--- src/rtl/pe_mem_arbiter_pkg.sv ---
// Shared definitions for the PE data-memory arbiter: FSM state encodings and
// default parameter values.
package pe_mem_arbiter_pkg;

  typedef enum logic [1:0] {
    IDLE  = 2'd0,
    ISSUE = 2'd1,
    ACK   = 2'd2
  } state_t;

  localparam int DEF_NUM_PE  = 4;
  localparam int DEF_DATA_W  = 32;
  localparam int DEF_TIMEOUT = 64;

endpackage

--- src/rtl/pe_mem_arbiter_rr_pick.sv ---
// Combinational round-robin selector: first requester at or after the pointer,
// wrapping, optionally skipping one masked index.
module rr_pick #(
  parameter int NUM_PE = 4,
  parameter int IDX_W  = (NUM_PE > 1) ? $clog2(NUM_PE) : 1
) (
  input  logic [NUM_PE-1:0] req,
  input  logic [IDX_W-1:0]  ptr,
  input  logic              mask_en,
  input  logic [IDX_W-1:0]  mask_idx,
  output logic              vld,
  output logic [IDX_W-1:0]  idx
);

  logic [IDX_W-1:0] cand;

  always_comb begin
    vld  = 1'b0;
    idx  = '0;
    cand = '0;
    for (int k = 0; k < NUM_PE; k++) begin
      cand = IDX_W'((int'(ptr) + k) % NUM_PE);
      if (!vld && req[cand] && !(mask_en && (cand == mask_idx))) begin
        vld = 1'b1;
        idx = cand;
      end
    end
  end

endmodule

--- src/rtl/pe_mem_arbiter.sv ---
// Round-robin arbiter sharing one data-memory port among NUM_PE processing
// elements; one transaction in flight, with timeout abort.
module pe_mem_arbiter
  import pe_mem_arbiter_pkg::*;
#(
  parameter int NUM_PE  = DEF_NUM_PE,
  parameter int DATA_W  = DEF_DATA_W,
  parameter int TIMEOUT = DEF_TIMEOUT
) (
  input  logic                     clk,
  input  logic                     reset,
  input  logic [NUM_PE-1:0]        pe_mem_read,
  input  logic [NUM_PE-1:0]        pe_mem_write,
  input  logic [NUM_PE*DATA_W-1:0] pe_mem_address,
  input  logic [NUM_PE*DATA_W-1:0] pe_wdata,
  output logic [NUM_PE-1:0]        pe_mem_ack,
  output logic [DATA_W-1:0]        pe_rdata,
  output logic                     pe_err,
  output logic                     mem_req,
  output logic                     mem_we,
  output logic [DATA_W-1:0]        mem_addr,
  output logic [DATA_W-1:0]        mem_wdata,
  input  logic                     mem_ready,
  input  logic [DATA_W-1:0]        mem_rdata
);

  localparam int IDX_W = (NUM_PE > 1) ? $clog2(NUM_PE) : 1;
  localparam int CNT_W = (TIMEOUT > 1) ? $clog2(TIMEOUT) : 1;

  state_t           state;
  logic [IDX_W-1:0] ptr;
  logic [IDX_W-1:0] grant;
  logic [IDX_W-1:0] mask_idx;
  logic             mask_vld;
  logic [CNT_W-1:0] cnt;
  logic             err_flag;

  logic [NUM_PE-1:0] req;
  logic              pick_vld;
  logic [IDX_W-1:0]  pick_idx;
  logic [IDX_W-1:0]  next_ptr;

  assign req      = pe_mem_read | pe_mem_write;
  assign next_ptr = (grant == IDX_W'(NUM_PE - 1)) ? '0 : grant + 1'b1;

  rr_pick #(.NUM_PE(NUM_PE), .IDX_W(IDX_W)) u_pick (
    .req      (req),
    .ptr      (ptr),
    .mask_en  (mask_vld),
    .mask_idx (mask_idx),
    .vld      (pick_vld),
    .idx      (pick_idx)
  );

  always_ff @(posedge clk) begin
    if (reset) begin
      state      <= IDLE;
      ptr        <= '0;
      grant      <= '0;
      mask_idx   <= '0;
      mask_vld   <= 1'b0;
      cnt        <= '0;
      err_flag   <= 1'b0;
      pe_mem_ack <= '0;
      pe_rdata   <= '0;
      pe_err     <= 1'b0;
      mem_req    <= 1'b0;
      mem_we     <= 1'b0;
      mem_addr   <= '0;
      mem_wdata  <= '0;
    end else begin
      pe_mem_ack <= '0;
      pe_err     <= 1'b0;
      mask_vld   <= 1'b0;
      case (state)
        IDLE: begin
          if (pick_vld) begin
            grant     <= pick_idx;
            mem_we    <= pe_mem_write[pick_idx];
            mem_addr  <= pe_mem_address[int'(pick_idx)*DATA_W +: DATA_W];
            mem_wdata <= pe_wdata[int'(pick_idx)*DATA_W +: DATA_W];
            cnt       <= '0;
            err_flag  <= 1'b0;
            state     <= ISSUE;
          end
        end
        ISSUE: begin
          // First ISSUE cycle only raises mem_req; the counter runs while it is up.
          if (!mem_req) begin
            mem_req <= 1'b1;
          end else if (mem_ready) begin
            mem_req <= 1'b0;
            if (!mem_we) pe_rdata <= mem_rdata;
            state <= ACK;
          end else if (cnt == CNT_W'(TIMEOUT - 1)) begin
            mem_req  <= 1'b0;
            err_flag <= 1'b1;
            state    <= ACK;
          end else begin
            cnt <= cnt + 1'b1;
          end
        end
        ACK: begin
          pe_mem_ack[grant] <= 1'b1;
          pe_err            <= err_flag;
          ptr               <= next_ptr;
          cnt               <= '0;
          mask_vld          <= 1'b1;
          mask_idx          <= grant;
          state             <= IDLE;
        end
        default: state <= IDLE;
      endcase
    end
  end

endmodule

--- config.mk ---
export PLATFORM = sky130hd
export DESIGN_NAME = pe_mem_arbiter
export DESIGN_NICKNAME = d
export VERILOG_FILES = /design/src/rtl/pe_mem_arbiter_pkg.sv /design/src/rtl/pe_mem_arbiter_rr_pick.sv /design/src/rtl/pe_mem_arbiter.sv
export SDC_FILE = /design/constraint.sdc
export NUM_CORES = 1
export LEC_CHECK = 0
export CAP_MARGIN = 20
export CORE_AREA = 2 2 157 159
export CTS_CLUSTER_DIAMETER = 40
export DETAILED_ROUTE_END_ITERATION = 16
export DIE_AREA = 0 0 159 161
export SLEW_MARGIN = 20
export SYNTH_ARGS = -nofsm -noshare
export SYNTH_HDL_FRONTEND = slang
export SYNTH_HIERARCHICAL = 1
export SYNTH_SLANG_ARGS = --single-unit
--- constraint.sdc ---
create_clock -name clk -period 2.6 [get_ports clk]
set_input_delay 0.52 -clock clk [delete_from_list [all_inputs] [get_ports clk]]
set_output_delay 0.52 -clock clk [all_outputs]
set_load 0.02 [all_outputs]
==> metrics.md, run 1 <==
| Metric | Value |
|---|---|
| Hold buffers post-CTS | 0 |
| Detailed Route WL | between 20000 and 25000 µm |
| Yosys top cell area share | 0.398 |
| Pre-CTS setup slack | -0.436 ns |
| DP HPWL | a little under 20000 µm |
| TNS Setup | 0 ns |
| Fin cells | between 1k and 1.5k |
| Drt wl/cell | 17.7 µm |
| CTS max path bufs | 2 |
| Clock sinks | ~120 |
| Crit Reg-Reg Startpoint | mask_idx[0] |
| Worst-Margin Slew | around 0.44 ns |
| Max-cap viol count | 0 |
| Setup violations, final | 0 |
| DR vias | ~6.3k |
| Max VDD drop | about 0.29 mV |
| Pwr Density | 514 nW/µm² |
| Largest net degree at the start of global routing | 58 |
| Final core occ | 0.475 |
| Ys Warns | 6 |
| Design area | around 11000 µm² |
| GRT Overall Usage | 0.187 |
| Synth Area in Compound Gates | 0.117 |
| Tot Pwr | around 5.9 mW |
| P_int | between 4 and 5 mW |
| Vias per cell | 4.58 |
| Crit path launch type | input port |
| Vias in the first global route | 6449 |
| Crit. Startpoint | pe_mem_write[2] |
| Crit path required time | roughly 2.9 ns |
| Synth area leaders | dfxtp_1, mux4_2, nand2_1 |
| Leakage power | around 4 nW |
| Final worst setup slack | between 0.07 and 0.08 ns |
| Share of layout cells above drive strength 1 | 0.143 |
| Async SR Flop Fraction | 0 |
| Die width | about 160 µm |
| Crit path cell chain | clkdlybuf4s50_1 > or2_4 > nand3b_1 > o22ai_4 > a211oi_4 > buf_12 > clkbuf_16 > mux4_2 > nand2_1 > a21oi_1 |
| Main combinational cell family by area after synthesis | multiplexers |
| Max stage delay on crit path | between 0.4 and 0.5 ns |
| GP Congestion | 0.852 |
| Area grow syn2layout | 90.4% |
| DRT iter0 DRCs | 323 |
| CP max-delay cell | mux4_2 |
| Cell Rows | between 50 and 60 |
| Most numerous cell in the Yosys netlist | nand2_1 |
| Die height | approximately 160 µm |
| Combinational Power Share | 0.263 |
| Max Fclk | about 400 MHz |
| Worst Path Buf+Inv | 3 |
| Worst-Skew Late Latency | 0.41 ns |
| # IOs | about 400 |
| Global-route wire length before repair | about 37000 µm |
| Worst Path Arrival | between 2 and 3 ns |
| Total gr overflow | 0 |
| Setup crit end kind | flop |
| Core Area | approximately 24000 µm² |
| CP top delay family | buffers and inverters |
| Simple-gate portion of the synthesized area | 0.185 |
| Die area | about 26000 µm² |
| Crit Path Class | input port to flop |
| Mapped Cells | approximately 640 |
| Initial antenna violation count | 2 |
| Distinct cells, synth | 39 |
| Synthesized flop and latch total | about 120 |
| Mapped Nets | approximately 940 |
| Adder-Cell Fraction of Synth Area | 0.0105 |
| H-tree levels | 4 |
| Final period utilization | 0.970 |
| Clock slew seen by the registers of the worst setup and hold paths | ~0.06 ns |
| Main flop type after synthesis | dfxtp_1 |
| Antenna viol nets, final | 0 |
| Drt pass-1 iters | 4 |
| Clk root buf | clkbuf_16 |
| Sequential share of power | 0.344 |
| Placed cell count | roughly 1.3k |
| Psw | 1.52 mW |
| Clock share of power | 0.393 |
| Slew Limit Fails | 0 |
| Switching part of the total | 0.260 |
| Syn avg cell area | 9.41 µm² |
| Status | completed |
| Yosys top cell by area | dfxtp_1 |
| Syn Std Cell Area | between 5000 and 6000 µm² |
| EDFF count, synth | 0 |
| Min cycle time layout | around 2.5 ns |
| Setup Skew | just under 0.01 ns |
| Initial Util | 0.249 |
| Number of I/O port buffers | between 400 and 500 |
| Fin nets | between 1k and 1.5k |
| Top post-synthesis cells by count | nand2_1, dfxtp_1, a21oi_1 |
| DRC | 0 |
| Crit-path max FO | 8 |
| Hold violation total from the final report | 0 |
| Fillers | 2315 |
| TritonCTS buffer count | 17 |
| XOR/XNOR Fraction of Synth Area | 0 |
| Placed Area | between 10000 and 15000 µm² |
| Post-synthesis mux area share | 0.245 |
| Worst hold slack | ~0.45 ns |
| CTS tree | done |
| Slew margin rel. | 0.709 |
| Hold Path Class | flop to flop |
| Hold Crit Start | mem_wdata[9] |
| Post-synthesis sequential area ratio | 0.398 |
==> cell type report <==
| type | count | area (µm²) | share of cell area |
|---|---|---|---|
| inverters | 7 | 26.3 | 0.00231 |
| well taps | 324 | 405 | 0.0356 |
| repair buffers | 441 | 4580 | 0.402 |
| multi-input cells | 459 | 3410 | 0.300 |
| diodes | 3 | 7.51 | 0.000659 |
| flip-flops and latches | 119 | 2380 | 0.209 |
| clock buffers | 24 | 472 | 0.0414 |
| clock inverters | 8 | 97.6 | 0.00857 |
==> kinds of logic after synthesis <==
logic type / after synthesis
flops: 119
fa+ha+maj: 5
buf+inv: 57
mux: 65
compound gates: 128
simple gates: 261
==> worst register-to-register path, stage by stage (launching register included) <==
cell and delay, ns:
dfxtp_1 0.36, nor3b_4 0.35, o211ai_1 0.21, a211oi_4 0.40, buf_12 0.22, clkbuf_16 0.20
mux4_2 0.49, nand2_1 0.08, a21oi_1 0.06
==> repair_timing <==
item                       4_1_cts  5_1_grt
setup endpoints to repair        0       61
resized for setup                0       22
setup buffers                    0        1
==> registers in the layout, indices dropped and copies added (netlist names) <==
name and count:
cnt 6, err_flag 1, grant 2, mask_idx 2
mask_vld 1, mem_addr 32, mem_req 1, mem_wdata 32
mem_we 1, pe_err 1, pe_mem_ack 4, pe_rdata 32
ptr 2, state 2
==> path summary, 6_finish.rpt <==
check | endpoint | slack (ns) | cells after the start
min reg2reg | mem_wdata[9] | 0.45 | 2
max reg2reg | mem_wdata[9] | 0.13 | 8
min | mem_wdata[9] | 0.45 | 2
max | mem_wdata[9] | 0.08 | 10
==> placed cells by master, fill, tap and decap left out, types with 7 or more instances in the layout <==
cell type	Yosys	layout
inv_1	7	7
mux4_2	65	65
a21oi_1	109	108
nand2_1	212	210
dfxtp_1	119	119
buf_4	6	20
buf_12	0	13
clkbuf_16	0	20
clkdlybuf4s50_1	0	398
nor2_1	11	11
==> power by group through the flow <==
stage	combinational [mW]	clock [mW]	sequential (mW)
final	1.54	2.30	2.01
after global routing	1.65	2.44	2.02
after global placement	1.51	0	2.05
after floorplan	0.499	0	2.17
after CTS	1.52	2.36	2.01
after detailed placement	1.51	0	2.05
==> layer usage <==
layer / wire length, µm / global-route usage / share of wire
met4: 790 / 0.0715 / 0.032
met5: 0 / 0 / 0
met1: 9820 / 0.218 / 0.40
met3: 1730 / 0.0634 / 0.070
met2: 12200 / 0.319 / 0.50
(Power assumes the default switching activity.)
==> run 2: changes to the inputs <==
- CAP_MARGIN: 20 -> default
- TNS_END_PERCENT: default -> 1
==> results of run 2 <==
Final layout, timing and power as in run 1 (identical DEF).
==> run 3: changes to the inputs <==
- CELL_PAD_IN_SITES_DETAIL_PLACEMENT: default -> 1
- CELL_PAD_IN_SITES_GLOBAL_PLACEMENT: default -> 2
- CORE_AREA: 2 2 157 159 -> default
- CORE_MARGIN: default -> 2
- CORE_UTILIZATION: default -> 17
- DIE_AREA: 0 0 159 161 -> default
- GPL_TIMING_DRIVEN: default -> 0
- PLACE_DENSITY_LB_ADDON: default -> 0.1
==> run 3 against run 2 <==
  * Clock power increased by 11%
  * Sequential power hardly changed
  * Combinational power about the same
  * Routed wire length is 22% higher
  * First-iteration DRC count down 56%
  * Utilization decreased by 14 points
  * Global-route usage down 2.4 points
  * Die area grew 43%
==> metrics.md, run 3 (synthesis results as in run 1) <==
| Metric | Value |
|---|---|
| Final core occ | 0.333 (-0.142) |
| Drt wl/cell | 19.6 µm (+11%) |
| Global-route wire length before repair | 43700 µm (+19%) |
| CP max-delay cell | clkdlybuf4s50_1 |
| Antenna viol nets, final | 0 (unchanged) |
| CTS max path bufs | 2 (unchanged) |
| Setup crit end kind | flop |
| H-tree levels | 4 (unchanged) |
| Crit path launch type | input port |
| Vias per cell | 4.20 (-8.5%) |
| Worst R2R Setup Slack | 0.18 ns (+0.05 ns) |
| Fillers | 3898 (+68%) |
| Leakage power | 4.05 nW (-0.23%) |
| CP top delay family | buffers and inverters |
| Highest routed layer | met4 |
| Max stage delay on crit path | 0.42 ns (-0.07 ns) |
| Slew margin rel. | 0.546 (-0.163) |
| DP HPWL | 24200 µm (+25%) |
| Hold Path Class | flop to flop |
| Total gr overflow | 0 (unchanged) |
| Crit Path Class | input port to flop |
| Pre-CTS setup slack | -1.39 ns (-0.956 ns) |
| Worst R2R Path Depth | 8 (unchanged) |
| Crit Reg-Reg Startpoint | mask_idx[1] |
| Multi-input gate area | 3400 µm² (-0.29%) |
| Drt pass-1 iters | 4 (unchanged) |
| Max-cap viol count | 0 (unchanged) |
| Number of I/O port buffers | 400 (-0.25%) |
| Clk root buf | clkbuf_16 |
| Crit. Startpoint | pe_mem_write[1] |
| Setup Skew | 0.0152 ns (+0.00550 ns) |
| Final worst setup slack | 0.107 ns (+0.0306 ns) |
| Status | completed |
| Crit path required time | 2.88 ns (about the same) |
| Hold path depth | 2 (unchanged) |
| Clock slew seen by the registers of the worst setup and hold paths | 0.06 ns (about the same) |
| Worst hold slack | 0.453 ns (+0.00182 ns) |
| Core Area | 34600 µm² (+45%) |
| Hold buffers post-CTS | 0 (unchanged) |
| Commonest non-fill, non-tap cell in the layout | clkdlybuf4s50_1 |
| Crit path cell chain | clkdlybuf4s50_1 > or2_4 > nor2b_1 > o2bb2ai_1 > a311oi_2 > buf_4 > buf_12 > buf_8 > mux4_2 > nand2_1 > a21oi_1 |
| Slew Limit Fails | 0 (unchanged) |
| Die height | 192 µm (+19%) |
| Worst-Skew Late Latency | 0.43 ns (+0.02 ns) |
| Vias in the first global route | 7231 (+12%) |
| Worst Path Buf+Inv | 4 (+1) |
| Biggest regs | mem_addr x32, mem_wdata x32, pe_rdata x32 |
| Die area | 36700 µm² (+43%) |
| Worst-Margin Slew | 0.681 ns (+0.245 ns) |
| Worst Path Arrival | 2.77 ns (-0.05 ns) |
| CTS tree | done |
| Storage element area | 2380 µm² (about the same) |
| Max Fclk | 401 MHz (+1.2%) |
| DRC | 0 (unchanged) |
| Hold violation total from the final report | 0 (unchanged) |
| Share of layout cells above drive strength 1 | 0.144 (+0.00146) |
| DR vias | 6429 (+1.3%) |
| Largest net degree at the start of global routing | 17 (-71%) |
| Crit-path max FO | 10 (+2) |
| Initial Util | 0.173 (-0.0768) |
| Setup violations, final | 0 (unchanged) |
| Commonest cells after routing, fill and taps aside | clkdlybuf4s50_1, nand2_1, dfxtp_1 |
| Metal3 WL | 1850 µm (+7.4%) |
| Initial antenna violation count | 2 (unchanged) |
| Hold Crit Start | pe_rdata[15] |
| GP Congestion | 0.738 (-13%) |
| # IOs | 402 (unchanged) |
| DRT iter0 DRCs | 141 (-56%) |
| Detailed Route WL | 30100 µm (+22%) |
| WL met2 | 16400 µm (+34%) |
| Unrepaired setup endpoints after global routing | true |
| Clock sinks | 119 (unchanged) |
| Met1 wire length | 11500 µm (+17%) |
| Final period utilization | 0.959 (-0.0118) |
| Hold path endpoint | pe_rdata[15] |
| Die width | 192 µm (+20%) |
| Cell Rows | 68 (+19%) |
| Pwr Density | 532 nW/µm² (+3.6%) |
| Fin nets | 1366 (+1.3%) |
| Critical R2R Capture | mem_we |
| TritonCTS buffer count | 17 (unchanged) |
| Min cycle time layout | 2.49 ns (-0.0306 ns) |
| GRT Overall Usage | 0.163 (-0.0242) |
| Area grow syn2layout | 92.8% |
| Max VDD drop | 0.412 mV (+45%) |
## run 3: cell types whose count changed in the layout (fill, tap and decap cells not counted), sizes merged
cell,previous run,this run
clkbuf,27,44
buf,38,34
inv,7,10
bufinv,2,3
diode,3,2
## run 3: metal layers
metal	vias to the layer above	track usage
met5	-	0
met4	0	0.0467
met3	19	0.0479
met2	182	0.304
met1	3128	0.176
li1	3100	-
## run 3: worst max-delay path by stage
stage               endpoint  slack (ns)  depth (start not counted)
6_report       mem_wdata[19]        0.11                         11
3_5_place_dp    mem_addr[31]       -1.39                         10
5_1_grt             grant[0]      -0.006                         11
4_1_cts         mem_addr[24]       -0.05                         11
3_3_place_gp          mem_we       -1.37                         10
2_1_floorplan   mem_addr[15]        0.04                          9
## run 3: worst min-delay path, stage by stage (launching register included)
cell     delay (ns)
dfxtp_1        0.31
nand2_1        0.05
a21oi_1        0.05
## run 3: area by class of cell
cell class,instances,share of cell area
inverters,7,0.00228
diodes,2,0.000434
multi-input cells,459,0.295
clock buffers,20,0.0405
plain buffers,50,0.0328
flip-flops and latches,119,0.207
repair buffers,408,0.358
well taps,455,0.0494
clock inverters,12,0.0143
## run 3: repair_timing
action	CTS	global route
resized for setup	28	35
gates cloned	0	3
pin swaps	2	5
setup buffers	3	2
setup endpoints to repair	67	66
## run 3: power breakdown
| part | total [mW] | internal [mW] | switching (mW) |
|---|---|---|---|
| clock network | 2.56 | 1.60 | 0.966 |
| registers | 2.01 | 1.94 | 0.0659 |
| logic | 1.57 | 0.905 | 0.663 |
## run 3: metrics by stage
step / TNS, ns / instance area, µm² / instances / total power, mW
after floorplan: 0 / 5980 / 635 / 2.67
after global placement: -72.43 / 10600 / 1490 / 3.57
after detailed placement: -73.37 / 10600 / 1490 / 3.58
after CTS: -0.459 / 11300 / 1525 / 6.22
after global routing: -0.0109 / 11500 / 1532 / 6.44
final: 0 / 11500 / 1532 / 6.14
